--- src/rtl/mul_div_unit.sv ---
// Iterative signed/unsigned multiply-divide unit with HI/LO registers.
// Ports: clk, rst (async active-low), start, op[2:0], dataA, dataB, flush
//        -> busy, done, div_zero, hi, lo (all registered).
module mul_div_unit #(
    parameter int WIDTH = 32
) (
    input  logic             clk,
    input  logic             rst,
    input  logic             start,
    input  logic [2:0]       op,
    input  logic [WIDTH-1:0] dataA,
    input  logic [WIDTH-1:0] dataB,
    input  logic             flush,
    output logic             busy,
    output logic             done,
    output logic             div_zero,
    output logic [WIDTH-1:0] hi,
    output logic [WIDTH-1:0] lo
);

    localparam int CW = $clog2(WIDTH) + 1;
    localparam logic [CW-1:0] LAST = CW'(WIDTH - 1);

    localparam logic [2:0] OP_MULT  = 3'b000;
    localparam logic [2:0] OP_MULTU = 3'b001;
    localparam logic [2:0] OP_DIV   = 3'b010;
    localparam logic [2:0] OP_DIVU  = 3'b011;
    localparam logic [2:0] OP_MTHI  = 3'b100;
    localparam logic [2:0] OP_MTLO  = 3'b101;

    typedef enum logic [1:0] {
        IDLE,
        MUL,
        DIV,
        FIX
    } state_t;

    state_t state, state_n;

    logic [CW-1:0]      cnt;
    logic [WIDTH-1:0]   ma;
    logic [WIDTH-1:0]   mb;
    logic [2*WIDTH-1:0] prod;
    logic [WIDTH-1:0]   quo;
    logic [WIDTH-1:0]   rem;
    logic [WIDTH-1:0]   a_raw;
    logic               neg_res;
    logic               neg_rem;
    logic               is_div;
    logic               b_zero;

    logic               accept;
    logic               sgn_op;
    logic               sa;
    logic               sb;
    logic [WIDTH:0]     mul_sum;
    logic [2*WIDTH-1:0] mul_next;
    logic [WIDTH:0]     div_shift;
    logic               div_ge;
    logic [WIDTH-1:0]   rem_next;
    logic [2*WIDTH-1:0] prod_fix;
    logic [WIDTH-1:0]   quo_fix;
    logic [WIDTH-1:0]   rem_fix;

    assign accept = start && !flush;

    // MULT and DIV are the even opcodes; op[0] marks the unsigned forms.
    assign sgn_op = ~op[0];
    assign sa     = sgn_op & dataA[WIDTH-1];
    assign sb     = sgn_op & dataB[WIDTH-1];

    // Shift-add step: conditionally add the multiplicand into the upper
    // half, then shift the whole accumulator right, carry included.
    assign mul_sum  = {1'b0, prod[2*WIDTH-1:WIDTH]}
                    + {1'b0, (prod[0] ? ma : {WIDTH{1'b0}})};
    assign mul_next = {mul_sum, prod[WIDTH-1:1]};

    // Restoring step: the dividend drains out of the top of quo while
    // quotient bits enter at the bottom.
    assign div_shift = {rem, quo[WIDTH-1]};
    assign div_ge    = div_shift >= {1'b0, mb};
    assign rem_next  = div_ge ? WIDTH'(div_shift - {1'b0, mb})
                              : div_shift[WIDTH-1:0];

    assign prod_fix = neg_res ? -prod : prod;
    assign quo_fix  = neg_res ? -quo : quo;
    assign rem_fix  = neg_rem ? -rem : rem;

    always_comb begin
        state_n = state;
        unique case (state)
            IDLE: begin
                if (accept) begin
                    if (op == OP_MULT || op == OP_MULTU) begin
                        state_n = MUL;
                    end else if (op == OP_DIV || op == OP_DIVU) begin
                        state_n = DIV;
                    end
                end
            end
            MUL, DIV: begin
                if (flush) begin
                    state_n = IDLE;
                end else if (cnt == LAST) begin
                    state_n = FIX;
                end
            end
            FIX: state_n = IDLE;
            default: state_n = IDLE;
        endcase
    end

    always_ff @(posedge clk or negedge rst) begin
        if (!rst) begin
            state <= IDLE;
            busy  <= 1'b0;
        end else begin
            state <= state_n;
            busy  <= (state_n != IDLE);
        end
    end

    always_ff @(posedge clk or negedge rst) begin
        if (!rst) begin
            cnt      <= '0;
            ma       <= '0;
            mb       <= '0;
            prod     <= '0;
            quo      <= '0;
            rem      <= '0;
            a_raw    <= '0;
            neg_res  <= 1'b0;
            neg_rem  <= 1'b0;
            is_div   <= 1'b0;
            b_zero   <= 1'b0;
            hi       <= '0;
            lo       <= '0;
            done     <= 1'b0;
            div_zero <= 1'b0;
        end else begin
            done     <= 1'b0;
            div_zero <= 1'b0;
            unique case (state)
                IDLE: begin
                    if (accept) begin
                        unique case (op)
                            OP_MULT, OP_MULTU, OP_DIV, OP_DIVU: begin
                                cnt     <= '0;
                                ma      <= sa ? -dataA : dataA;
                                mb      <= sb ? -dataB : dataB;
                                prod    <= {{WIDTH{1'b0}},
                                            (sb ? -dataB : dataB)};
                                quo     <= sa ? -dataA : dataA;
                                rem     <= '0;
                                a_raw   <= dataA;
                                neg_res <= sa ^ sb;
                                neg_rem <= sa;
                                is_div  <= op[1];
                                b_zero  <= (dataB == '0);
                            end
                            OP_MTHI: begin
                                hi   <= dataA;
                                done <= 1'b1;
                            end
                            OP_MTLO: begin
                                lo   <= dataA;
                                done <= 1'b1;
                            end
                            default: ;
                        endcase
                    end
                end
                MUL: begin
                    prod <= mul_next;
                    cnt  <= cnt + 1'b1;
                end
                DIV: begin
                    quo <= {quo[WIDTH-2:0], div_ge};
                    rem <= rem_next;
                    cnt <= cnt + 1'b1;
                end
                FIX: begin
                    if (!flush) begin
                        done <= 1'b1;
                        if (!is_div) begin
                            hi <= prod_fix[2*WIDTH-1:WIDTH];
                            lo <= prod_fix[WIDTH-1:0];
                        end else if (b_zero) begin
                            hi       <= a_raw;
                            lo       <= '1;
                            div_zero <= 1'b1;
                        end else begin
                            hi <= rem_fix;
                            lo <= quo_fix;
                        end
                    end
                end
                default: ;
            endcase
        end
    end

endmodule

--- config.mk ---
export PLATFORM = sky130hd
export DESIGN_NAME = mul_div_unit
export DESIGN_NICKNAME = d
export VERILOG_FILES = /design/src/rtl/mul_div_unit.sv
export SDC_FILE = /design/constraint.sdc
export NUM_CORES = 1
export LEC_CHECK = 0
export CORE_MARGIN = 2
export CORE_UTILIZATION = 40
export CTS_CLUSTER_DIAMETER = 50
export DETAILED_ROUTE_END_ITERATION = 10
export PLACE_DENSITY_LB_ADDON = 0.3
export SLEW_MARGIN = 25
export SYNTH_ARGS = -nofsm -noshare
export SYNTH_HDL_FRONTEND = slang
export SYNTH_SLANG_ARGS = --single-unit
--- constraint.sdc ---
create_clock -name clk -period 3.4 [get_ports clk]
set_input_delay 0.51 -clock clk [delete_from_list [all_inputs] [get_ports clk]]
set_output_delay 0.51 -clock clk [all_outputs]
set_load 0.02 [all_outputs]
==> results_dict.tcl <==
set metrics [dict create \
    max_cap_violations 0 \
    ys_warn_count 0 \
    clk_path_buf_depth 3 \
    rsz0062_at_grt "true" \
    grt_usage_pct 30.68 \
    area_growth_pct 23.35 \
    violations "setup timing" \
    crit_path_max_fanout 5 \
    finClkSkew_ns 0.02318 \
    grt_pass1_wl_mm 132.3 \
    hp-class "in -> async" \
    use_met1_pct 41.01 \
    setup_slack_ns -0.09341 \
    end_kind "flop" \
    grt.busiest_layer "met2" \
    leakagePower_nw 11.52 \
    num_vias 21990 \
    period_share_pct 102.7 \
    final_net_count 3041 \
    antenna_found_initial 1 \
    synth_cell_types 74 \
    dr.pass1.iters 5 \
    cts_tree "built" \
    cp_data_arrival_time_ns 3.99 \
    required_ns 3.90 \
    internal-power_w 0.01320 \
    grt_start_max_net_pins 75 \
    max_freq_mhz 286.3 \
    netSwitchingPower_w 0.01045 \
    outcome "finished with violations" \
    grt_pass1_vias 21290 \
    register_area_sq_um 7562 \
    routed_wl_mm 87.61 \
    h-tree-depth 2 \
    yosysSeqAreaShare_pct 34.73 \
    slew_headroom_pct 33.73 \
    worst_setup_path_start_kind "flop" \
    die_area_sq_um 56280 \
    clock-sinks 302 \
    critPathMostFrequentCell "or4_4" \
    syn_area_sq_um 21760 \
    die_h_um 237.2 \
    insertion_delay_ns 0.60 \
    finalPower_w 0.02366 \
    drc 0 \
    period_minus_slack_ns 3.493 \
    tightestPinTransition_ns 0.9916 \
    drtAntennaViolNets 0 \
    grt_use_met2_pct 48.48 \
    synth_edf_count 0 \
    synth_fp_nets 2835 \
    io_pins 138 \
    syn_inst 2687 \
    finalSetupViolCount 5 \
    antenna_cells 0 \
    finalHoldViolations 0 \
    async_flop_share_pct 100.0 \
    numCtsBuffers 48 \
    crit_slowest_cell "or4_4" \
    fin_cells 3624 \
    cellPowerDensity_nw_per_um2 881.3 \
    seq_power_share_pct 27.2 \
    avgRoutedWirePerCell_um 24.17 \
    clockRootBuffer "clkbuf_16" \
    synth_area_per_cell_sq_um 8.099 \
    ys_dominant_reg_cell "dfrtp_1" \
    multi_input_area_sq_um 13300 \
    fillers 5187 \
    grt_overflow 0 \
    die_w_um 237.2 \
    start_util_pct 40.44 \
    ys_ff_latch 302 \
    drv_slew 0 \
    power.share.combinational_pct 50.6 \
    drive_gt1_share_pct 13.76 \
    ir_drop_mv 0.5165 \
    fp-row-count 85 \
    port_buffers 137 \
    critical_path_class "reg -> reg" \
    grtUsageMet3_pct 4.448 \
    slowest_delay_ns 0.54 \
    placed_cells 3533 \
    vias_per_cell 6.068 \
    drtIter0Drc 2151 \
    dp_hpwl_mm 66.97 \
    coreArea_sq_um 53810 \
    p_sw_share_pct 44.19 \
    place_congestion 0.9840 \
    clk_pin_slew_ns 0.06 \
    p_clk_share_pct 22.2 \
    path_cells "or4_4 -> or4_4 -> or4_4 -> or4_4 -> or4b_4 -> a21oi_2 -> xnor2_1 -> o22ai_1 -> nor3_1" \
    post-place-ws_ns -0.1725 \
]
[worst paths after layout]
| kind | slack, ns | from | cells past startpoint | endpoint |
|---|---|---|---|---|
| worst max-delay path | -0.09 | prod[16]$_DFFE_PN0P_ | 9 | hi[29]$_DFFE_PN0P_ |
| worst min-delay path | 0.47 | rst | 2 | prod[53]$_DFFE_PN0P_ |
| worst max register to register | -0.09 | prod[16]$_DFFE_PN0P_ | 9 | hi[29]$_DFFE_PN0P_ |
| worst min register to register | 0.47 | ma[7]$_DFFE_PN0P_ | 2 | ma[7]$_DFFE_PN0P_ |
| max in group asynchronous | 2.01 | rst | 3 | is_div$_DFFE_PN0P_ |
| min in group clk | 0.47 | ma[7]$_DFFE_PN0P_ | 2 | ma[7]$_DFFE_PN0P_ |
[metrics by stage]
step                      area, sq um  hold slack [ns]  setup TNS (ns)  utilization [%]
final                           26840           0.4652         -0.3233            49.88
after global routing            26840           0.4957         -0.9796            49.88
after CTS                       26720           0.4569         -0.2079            49.64
after detailed placement        25000           0.4560         -0.7983            46.45
after global placement          25000           0.4518         -0.5492            46.45
after floorplan                 21790           0.2144        -0.08547                -
[cells by family (layout without fill, tap and decap cells)]
| family | Yosys count | after routing | share of synthesized area (%) |
|---|---|---|---|
| AND/OR/NAND/NOR | 890 | 890 | 19.11 |
| AO/OA/AOI/OAI | 830 | 830 | 23.79 |
| flip-flops | 302 | 302 | 34.73 |
| buffers and inverters | 284 | 525 | 4.910 |
| XOR/XNOR | 227 | 227 | 9.136 |
| adder cells (fa/ha/maj) | 77 | 77 | 4.496 |
| multiplexers | 77 | 77 | 3.829 |
[metal layers]
metal	part of all wire (%)	wire [um]
met3	7.1	6189
met1	42	36830
met2	45	39650
met4	5.6	4928
met5	0.013	11
[placed cells by master (no fill, tap or decap), types with 10 or more instances in the layout]
cell	count
a21oi_1	185
and2_1	38
nand3_1	27
nor4_1	24
nand2b_1	47
xor2_1	103
o221ai_1	32
nor3_1	47
o211ai_1	17
buf_4	209
a31oi_1	49
or4_1	18
or3_1	39
clkdlybuf4s50_1	136
o21ai_1	57
and3_1	10
nor2_1	185
o21a_1	10
o41ai_1	14
a21o_1	39
o31ai_1	55
ha_1	72
nand2_1	373
dfrtp_1	298
inv_1	84
o21ai_0	162
o22ai_1	110
nor2b_1	11
mux2i_1	26
xnor2_1	124
clkbuf_16	50
nand4_1	20
mux2_2	50
[power by group through the flow]
stage | Clock [W] | Combinational [W] | Sequential, W
after floorplan | 0 | 0.00717 | 0.00636
after global routing | 0.00548 | 0.0130 | 0.00657
final | 0.00525 | 0.0120 | 0.00643
after global placement | 0 | 0.0115 | 0.00638
after detailed placement | 0 | 0.0117 | 0.00642
after CTS | 0.00533 | 0.0117 | 0.00639
[worst max-delay path, delay by kind of cell, from the launching register on]
kind,cells,cell delay (ns)
DFF,1,0.37
xor gates and xnor gates,1,0.13
and+or+nand+nor,6,2.66
AOI/OAI and AO/OA,2,0.24
[synthesized netlist by cell type, types with 57 or more instances]
library cell / n / area share [%]
clkbuf_1: 180 / 3.1
o21ai_1: 57 / 1.3
xor2_1: 103 / 4.1
ha_1: 75 / 4.3
inv_1: 84 / 1.4
nor2_1: 188 / 3.2
o21ai_0: 163 / 3.7
o22ai_1: 111 / 3.2
dfrtp_1: 302 / 35
xnor2_1: 124 / 5.0
nand2_1: 374 / 6.5
a21oi_1: 187 / 4.3
[registers in the layout, summed over array words and instances, names as in the netlist]
name      count
busy          1
quo          32
mb           32
state         2
hi           32
ma           32
done          1
b_zero        1
a_raw        31
is_div        1
prod         64
rem          32
cnt           6
neg_res       1
lo           32
neg_rem       1
div_zero      1
[cell type report]
cell class              count  share of cell area [%]
clock buffers              60                   5.062
multi-input cells        2101                   49.55
clock inverters            25                   1.273
repair buffers            355                   11.51
flip-flops and latches    302                   28.17
inverters                  85                   1.189
well taps                 696                   3.244
[timing repair]
action	in CTS	in global routing
endpoints found under the hold margin	49	0
gates resized for setup	3	20
pin swaps	2	8
hold buffers	1	0
setup endpoints to repair	12	24
setup buffers	0	5
Note: power is estimated with default switching activity, not from simulation.
